==> src/rtl/decode_pipe.sv <==
// RV32I ID-stage decoder with a 2-entry skid buffer.
// Decoded fields are captured on accept; in_ready is registered.
module decode_pipe #(
  parameter int XLEN = 32,
  parameter int ILEN = 32
) (
  input  logic            clk,
  input  logic            rst_n,
  input  logic            flush,
  input  logic            in_valid,
  output logic            in_ready,
  input  logic [ILEN-1:0] instr,
  input  logic [XLEN-1:0] pc_in,
  output logic            out_valid,
  input  logic            out_ready,
  output logic [XLEN-1:0] pc_out,
  output logic [6:0]      opcode,
  output logic [4:0]      rd,
  output logic [4:0]      rs1,
  output logic [4:0]      rs2,
  output logic [2:0]      fn3,
  output logic            fn7_5,
  output logic            fn7_1,
  output logic [XLEN-1:0] imm,
  output logic [2:0]      fmt,
  output logic            illegal
);

  if (ILEN != 32) begin : g_ilen
    $error("decode_pipe: only ILEN=32 is supported");
  end
  if (XLEN < 32) begin : g_xlen
    $error("decode_pipe: XLEN must be >= 32");
  end

  localparam logic [2:0] F_R    = 3'd0;
  localparam logic [2:0] F_I    = 3'd1;
  localparam logic [2:0] F_S    = 3'd2;
  localparam logic [2:0] F_B    = 3'd3;
  localparam logic [2:0] F_U    = 3'd4;
  localparam logic [2:0] F_J    = 3'd5;
  localparam logic [2:0] F_NONE = 3'd7;

  typedef enum logic [1:0] {
    EMPTY,
    ONE,
    TWO
  } state_t;

  typedef struct packed {
    logic [XLEN-1:0] pc;
    logic [6:0]      opcode;
    logic [4:0]      rd;
    logic [4:0]      rs1;
    logic [4:0]      rs2;
    logic [2:0]      fn3;
    logic            fn7_5;
    logic            fn7_1;
    logic [XLEN-1:0] imm;
    logic [2:0]      fmt;
    logic            illegal;
  } entry_t;

  function automatic logic [XLEN-1:0] sext(
    input logic [31:0] v
  );
    return XLEN'($signed(v));
  endfunction

  state_t state_q, state_d;
  entry_t head, tail, dec;
  logic   push, pop;
  logic   is_r, is_i, is_s, is_b, is_u, is_j;
  logic [6:0] op;

  assign op   = instr[6:0];
  assign is_r = (op == 7'b0110011);
  assign is_i = (op == 7'b0010011)
             || (op == 7'b0000011)
             || (op == 7'b1100111);
  assign is_s = (op == 7'b0100011);
  assign is_b = (op == 7'b1100011);
  assign is_u = (op == 7'b0110111)
             || (op == 7'b0010111);
  assign is_j = (op == 7'b1101111);

  always_comb begin
    dec        = '0;
    dec.pc     = pc_in;
    dec.opcode = op;
    dec.fmt    = F_NONE;
    unique case (1'b1)
      is_r: begin
        dec.fmt   = F_R;
        dec.rd    = instr[11:7];
        dec.rs1   = instr[19:15];
        dec.rs2   = instr[24:20];
        dec.fn3   = instr[14:12];
        dec.fn7_5 = instr[30];
        dec.fn7_1 = instr[25];
      end
      is_i: begin
        dec.fmt = F_I;
        dec.rd  = instr[11:7];
        dec.rs1 = instr[19:15];
        dec.fn3 = instr[14:12];
        dec.imm = sext({{20{instr[31]}},
                        instr[31:20]});
      end
      is_s: begin
        dec.fmt = F_S;
        dec.rs1 = instr[19:15];
        dec.rs2 = instr[24:20];
        dec.fn3 = instr[14:12];
        dec.imm = sext({{20{instr[31]}},
                        instr[31:25],
                        instr[11:7]});
      end
      is_b: begin
        dec.fmt = F_B;
        dec.rs1 = instr[19:15];
        dec.rs2 = instr[24:20];
        dec.fn3 = instr[14:12];
        dec.imm = sext({{19{instr[31]}},
                        instr[31], instr[7],
                        instr[30:25],
                        instr[11:8], 1'b0});
      end
      is_u: begin
        dec.fmt = F_U;
        dec.rd  = instr[11:7];
        dec.imm = sext({instr[31:12], 12'b0});
      end
      is_j: begin
        dec.fmt = F_J;
        dec.rd  = instr[11:7];
        dec.imm = sext({{11{instr[31]}},
                        instr[31],
                        instr[19:12],
                        instr[20],
                        instr[30:21], 1'b0});
      end
      default: dec.illegal = 1'b1;
    endcase
  end

  assign out_valid = (state_q != EMPTY);
  assign push = in_valid & in_ready & ~flush;
  assign pop  = out_valid & out_ready;

  always_comb begin
    state_d = state_q;
    if (flush) begin
      state_d = EMPTY;
    end else begin
      unique case (state_q)
        EMPTY: if (push) state_d = ONE;
        ONE: begin
          if (push && !pop) state_d = TWO;
          else if (!push && pop) state_d = EMPTY;
        end
        TWO: if (pop) state_d = ONE;
        default: state_d = EMPTY;
      endcase
    end
  end

  always_ff @(posedge clk) begin
    if (!rst_n) begin
      state_q  <= EMPTY;
      in_ready <= 1'b0;
      head     <= '0;
      tail     <= '0;
    end else begin
      state_q  <= state_d;
      in_ready <= (state_d != TWO);
      if (flush) begin
        head <= '0;
        tail <= '0;
      end else begin
        unique case (state_q)
          EMPTY: if (push) head <= dec;
          ONE: begin
            if (push && pop) head <= dec;
            else if (push) tail <= dec;
          end
          TWO: if (pop) head <= tail;
          default: ;
        endcase
      end
    end
  end

  assign pc_out  = head.pc;
  assign opcode  = head.opcode;
  assign rd      = head.rd;
  assign rs1     = head.rs1;
  assign rs2     = head.rs2;
  assign fn3     = head.fn3;
  assign fn7_5   = head.fn7_5;
  assign fn7_1   = head.fn7_1;
  assign imm     = head.imm;
  assign fmt     = head.fmt;
  assign illegal = head.illegal;

endmodule

==> config.mk <==
export PLATFORM = sky130hd
export DESIGN_NAME = decode_pipe
export DESIGN_NICKNAME = d
export VERILOG_FILES = /design/src/rtl/decode_pipe.sv
export SDC_FILE = /design/constraint.sdc
export NUM_CORES = 1
export LEC_CHECK = 0
export CORE_MARGIN = 1
export CORE_UTILIZATION = 51
export CTS_CLUSTER_DIAMETER = 80
export DETAILED_ROUTE_END_ITERATION = 8
export HOLD_SLACK_MARGIN = 0.05
export PLACE_DENSITY = 0.8
export SYNTH_ARGS = -nofsm -noshare
export SYNTH_HDL_FRONTEND = slang
export SYNTH_SLANG_ARGS = --single-unit
==> constraint.sdc <==
create_clock -name clk -period 2 [get_ports clk]
set_input_delay 0.4 -clock clk [delete_from_list [all_inputs] [get_ports clk]]
set_output_delay 0.4 -clock clk [all_outputs]
set_load 0.05 [all_outputs]
### Word level (Yosys, flattened, before mapping)

Cells that the tools add are included.

* output and inout bits: 97
* bits of input ports: 69
* logic and storage cells: 81
* bits in registers: 193

* multiplexer cells: 18
* equality and inequality tests: 15
* bitwise gates (word level): 6
* reduce and logical (&&, ||, !) cells: 18

Operators by type and width (number)
* $mux 95: 3
* $pmux 95 s3: 1
* $pmux 32 s5: 1
* $eq 7x6->1 const B: 3
* $eq 7x7->1 const B: 3
* $pmux 3 s6: 1
* $mux 5: 3
* $eq 7x5->1 const B: 2
* $mux 2: 6
* $ne 2x2->1 const B: 4
* $reduce_or 4->1: 2
* $eq 7x2->1 const B: 1
* $pmux 2 s3: 1
* $reduce_or 6->1: 1
* $reduce_and 4->1: 1
* $and 1x1->1: 3
* $logic_and 1x1->1: 3
* $logic_or 1x1->1: 3
* $mux 3: 1
* $not 1->1: 3
* $reduce_and 3->1: 1
* $reduce_bool 3->1: 1
* $reduce_or 3->1: 1
* $eq 2x1->1 const B: 1
* 6 further kinds: 7

### Depth between registers and ports, before layout

Gate-level depths: netlist of run 1.

* depth in word-level cells: 9
* mapped depth: 7
* gate-level depth less buffers: 4

### Least setup slack after synthesis of run 1

OpenSTA, ideal clock, no wires.

* path kind: flip-flop to flip-flop
* start point: register in_ready
* end point: register head, in the netlist imm[21]
* clock period less this slack: 1.822 ns
* slack: 0.178 ns
* path buffers: 2
* data required time: 1.877 ns
* library setup time: 0.123 ns
* stages on the path, launching flop included: 7
* arrival: 1.699 ns
* cells stage by stage: dfxtp_1 -> and4bb_1 -> buf_4 -> nand2_2 -> o31ai_2 -> buf_4 -> a21oi_1

* longest elaborated chain between the ends: 5
* elaborated cells between the ends (all ways): 6
* those cells by class: 2 x eq/ne; 2 x bitwise; 2 x reduce/logical

RTL lines
* start, declared: RTL line 11 `output logic in_ready,`
* start signal, assigned: RTL line 176 `in_ready <= (state_d != TWO);`
* $and 1x1->1 * (2 in a row): RTL line 148 `assign push = in_valid & in_ready & ~flush;`
* $logic_and 1x1->1: RTL line 184 `if (push && pop) head <= dec;`
* $ne 2x2->1 (no source line)
* $reduce_and 4->1 (no source line) *
* end signal, assigned: RTL line 187 `TWO: if (pop) head <= tail;`
* end, declared: RTL line 71 `entry_t head, tail, dec;`

Mark *: on every way between the ends. The rest lies on a longest branch, timed or not.
A chain may end at the register's enable or synchronous reset.

### Worst setup path after layout of run 1

* start point: register head, in the netlist imm[14]
* end point: output imm[14]

RTL lines
* end, declared: RTL line 24 `output logic [XLEN-1:0] imm,`

No word-level cell between the ends.

==> results.py, run 1 <==
metrics = {
    "floorplanning": {
        "num_rows": 45,
        "design.core.area_um2": 15300,
        "die_y_um": 128,
        "fp.dieW_um": 128,
        "initial_core_util_pct": 52.6,
        "dieArea_um2": 16300,
        "ioPinCount": 166,
    },
    "placed_design": {
        "pre_cts_slack_ns": -0.306,
        "place.gp.congestion": 0.886,
        "port-buffer-count": 165,
        "dp_hpwl_mm": 15.6,
    },
    "setup_path": {
        "crit_path_max_fanout": 2,
        "worstSetupEndpointType": "primary output",
        "crit_buf_inv": 1,
        "cp-start-kind": "flop",
        "path_delay_family": "buffers and inverters",
        "critPathRequiredTime_ns": 1.60,
        "crit_chain": "clkdlybuf4s50_1",
        "critPathMaxStageDelay_ns": 0.81,
        "cpMaxStageDelayCell": "clkdlybuf4s50_1",
        "critPathKind": "flop to primary output",
        "worstPathArrival_ns": 1.59,
    },
    "timing": {
        "fin_skew_ns": 0.0109,
        "hold_viol_final": 0,
        "final.min_clock_period_ns": 1.99,
        "drv_slew": 0,
        "max_slew.worst_pin.slew_ns": 0.533,
        "fin_crit_sh_pct": 99.7,
        "setup_viol": 0,
        "whs_ns": 0.456,
        "max_slew_margin_pct": 64.4,
        "layout_setup_ws_ns": 0.00593,
        "rsz0062_at_grt": "false",
        "fin_tns_setup_ns": 0,
        "fmax_mhz": 501,
    },
    "yosys": {
        "netlist_area_um2": 8050,
        "yosysTopAreaCell": "dfxtp_1",
        "yosys.area.top_type_share_pct": 48.0,
        "netlist_instances": 941,
        "yosysUniqueCellTypes": 59,
        "syn_nets": 1010,
        "synth_edf_count": 0,
        "syn_avg_cell_area_um2": 8.56,
        "synth.area.top_cells": "dfxtp_1 48%, nand2_1 8.9%, a21oi_1 6.5%",
        "ys.flop_type": "dfxtp_1",
        "synth-async-reset-ratio_pct": 0,
        "yosysSeqAreaShare_pct": 48.0,
        "synth_seq_cells": 193,
        "yosysWarnings": 0,
        "synthTopCellsByCount": "193 x dfxtp_1, 191 x nand2_1, 104 x a21oi_1",
        "synthMostInstantiatedCell": "dfxtp_1",
    },
    "clock_tree": {
        "cts_buffers": 17,
        "clock_latency_ns": 0.44,
        "holdBufCountCts": 0,
        "clock-sinks": 193,
        "cts_tree": "done",
        "htreeDepth": 4,
        "clk_pin_slew_worst_paths_ns": 0.07,
        "post-cts-setup-buffers": 0,
        "clockRootBuffer": "clkbuf_16",
        "clk_path_buf_depth": 2,
    },
    "status": {
        "run_status": "finished, final reports clean",
    },
    "final_layout": {
        "final_layout_size_suffix_gt1_share_pct": 13.2,
        "final_util_pct": 71.9,
        "synthToLayoutAreaGrowth_pct": 36.8,
        "diodes": 0,
        "nets": 1191,
    },
    "power": {
        "ir_drop_mv": 0.608,
        "p_leak_uw": 0.00477,
        "swShare_pct": 24.7,
        "clock_power_share_pct": 41.7,
        "p_int_uw": 6100,
        "p_comb_share_pct": 10.0,
        "switchingPower_uw": 2000,
        "total_power_uw": 8100,
        "powerDensity_nw_per_um2": 735,
        "pwr-share-seq_pct": 48.3,
    },
    "drt": {
        "wirelength_mm": 23.1,
        "drt-pass1-iter-count": 5,
        "drt_iter0_markers": 705,
        "antenna_left": 0,
        "vias_per_cell": 5.81,
        "vias": 7814,
        "wl_per_cell_um": 17.1,
        "drc": 0,
    },
    "global_routing": {
        "grt_usage_pct": 28.3,
        "grt_overflow": 0,
        "antenna_found_initial": 0,
        "grt_max_degree": 87,
        "grt_pass1_vias": 7285,
        "grt_pass1_wl_mm": 36.6,
    },
    "flow_run": {
        "maxCapViolCount": 0,
    },
    "hold_path": {
        "min_path_type": "flop to flop",
    },
}
==> through the flow <==
step / instance area (um^2) / instances
finish: 11000 / 1346
global placement: 10400 / 1314
CTS: 10900 / 1346
floorplan: 8050 / 941
global route: 11000 / 1346
detailed placement: 10400 / 1314
==> flip-flops by register name, indices dropped and copies added, names as in the netlist <==
| signal | flops |
|---|---|
| fmt | 3 |
| fn3 | 3 |
| fn7_1 | 1 |
| fn7_5 | 1 |
| illegal | 1 |
| imm | 32 |
| in_ready | 1 |
| opcode | 7 |
| pc_out | 32 |
| rd | 5 |
| rs1 | 5 |
| rs2 | 5 |
| state_q | 2 |
| tail | 95 |
==> routing by layer <==
layer	GRT usage, %	vias up	share of wire [%]
li1	-	3763	-
met1	36.6	3744	43
met2	48.0	267	49
met3	4.84	40	5.9
met4	9.83	0	1.8
met5	0	-	0
==> cells in the final DEF, fill, tap and decap left out, types with 3 or more instances in the layout <==
cell and count:
o21ai_1 6, buf_4 74, clkdlybuf4s50_1 80, nand3_1 28
o2bb2ai_1 7, dlymetal6s2s_1 44, o21ba_2 3, nand3b_1 4
nor4_1 3, nand2b_1 5, nor2_1 59, clkbuf_16 17
a31oi_1 13, buf_12 15, dlygate4sd2_1 35, a211oi_1 6
a21boi_0 11, nand4_1 6, a221oi_1 16, a21oi_1 104
o21ai_0 48, a22o_1 19, nor2b_1 5, o211ai_1 7
clkinvlp_4 6, or2_2 4, a22oi_1 6, nor3_1 3
dfxtp_1 193, a311oi_1 39, o221ai_1 20, inv_1 4
nand2_1 191
==> power groups by stage <==
stage | clock (uW) | combinational, uW | sequential, uW
after floorplan | 0 | 269 | 4120
after global placement | 0 | 810 | 3990
after detailed placement | 0 | 812 | 4000
after CTS | 3400 | 808 | 3910
after global routing | 3540 | 860 | 3910
final | 3380 | 810 | 3910
==> worst paths after layout <==
check        slack, ns                    end                   from  depth (start not counted)
min reg2reg       0.46  tail[81]$_SDFFE_PP0P_  tail[81]$_SDFFE_PP0P_                          2
max reg2reg       0.21    imm[5]$_SDFFE_PP0P_  state_q[1]$_SDFF_PN0_                          6
min               0.46  tail[81]$_SDFFE_PP0P_  tail[81]$_SDFFE_PP0P_                          2
max              0.006                imm[14]   imm[14]$_SDFFE_PP0P_                          1
==> cells by family (layout without fill, tap and decap cells) <==
logic type	Yosys count	count (layout)	synth area share [%]
buf+inv	90	284	5.67
simple gates	335	335	18.6
compound gates	322	322	27.6
flops	193	193	48.0
mux	1	1	0.124
==> repair_timing <==
item | 4_1_cts | 5_1_grt
pin swaps | 0 | 0
resized for setup | 35 | 46
setup endpoints to repair | 35 | 48
==> cell type report <==
cell class	count	area (um^2)
clock buffer	20	447
clock inverter	12	133
fill	1212	4300
inverter	4	15.0
multi-input combinational	658	3780
sequential	193	3860
tap	211	264
timing repair buffer	248	2510
Note: power is estimated with default switching activity, not from simulation.
==> run 2: changes to the inputs <==
Settings changed: ABC_AREA from default to 0, HOLD_SLACK_MARGIN 0.05 to 0.08.
==> results of run 2 <==
No change in the layout: final DEF, timing and power equal those of run 1.
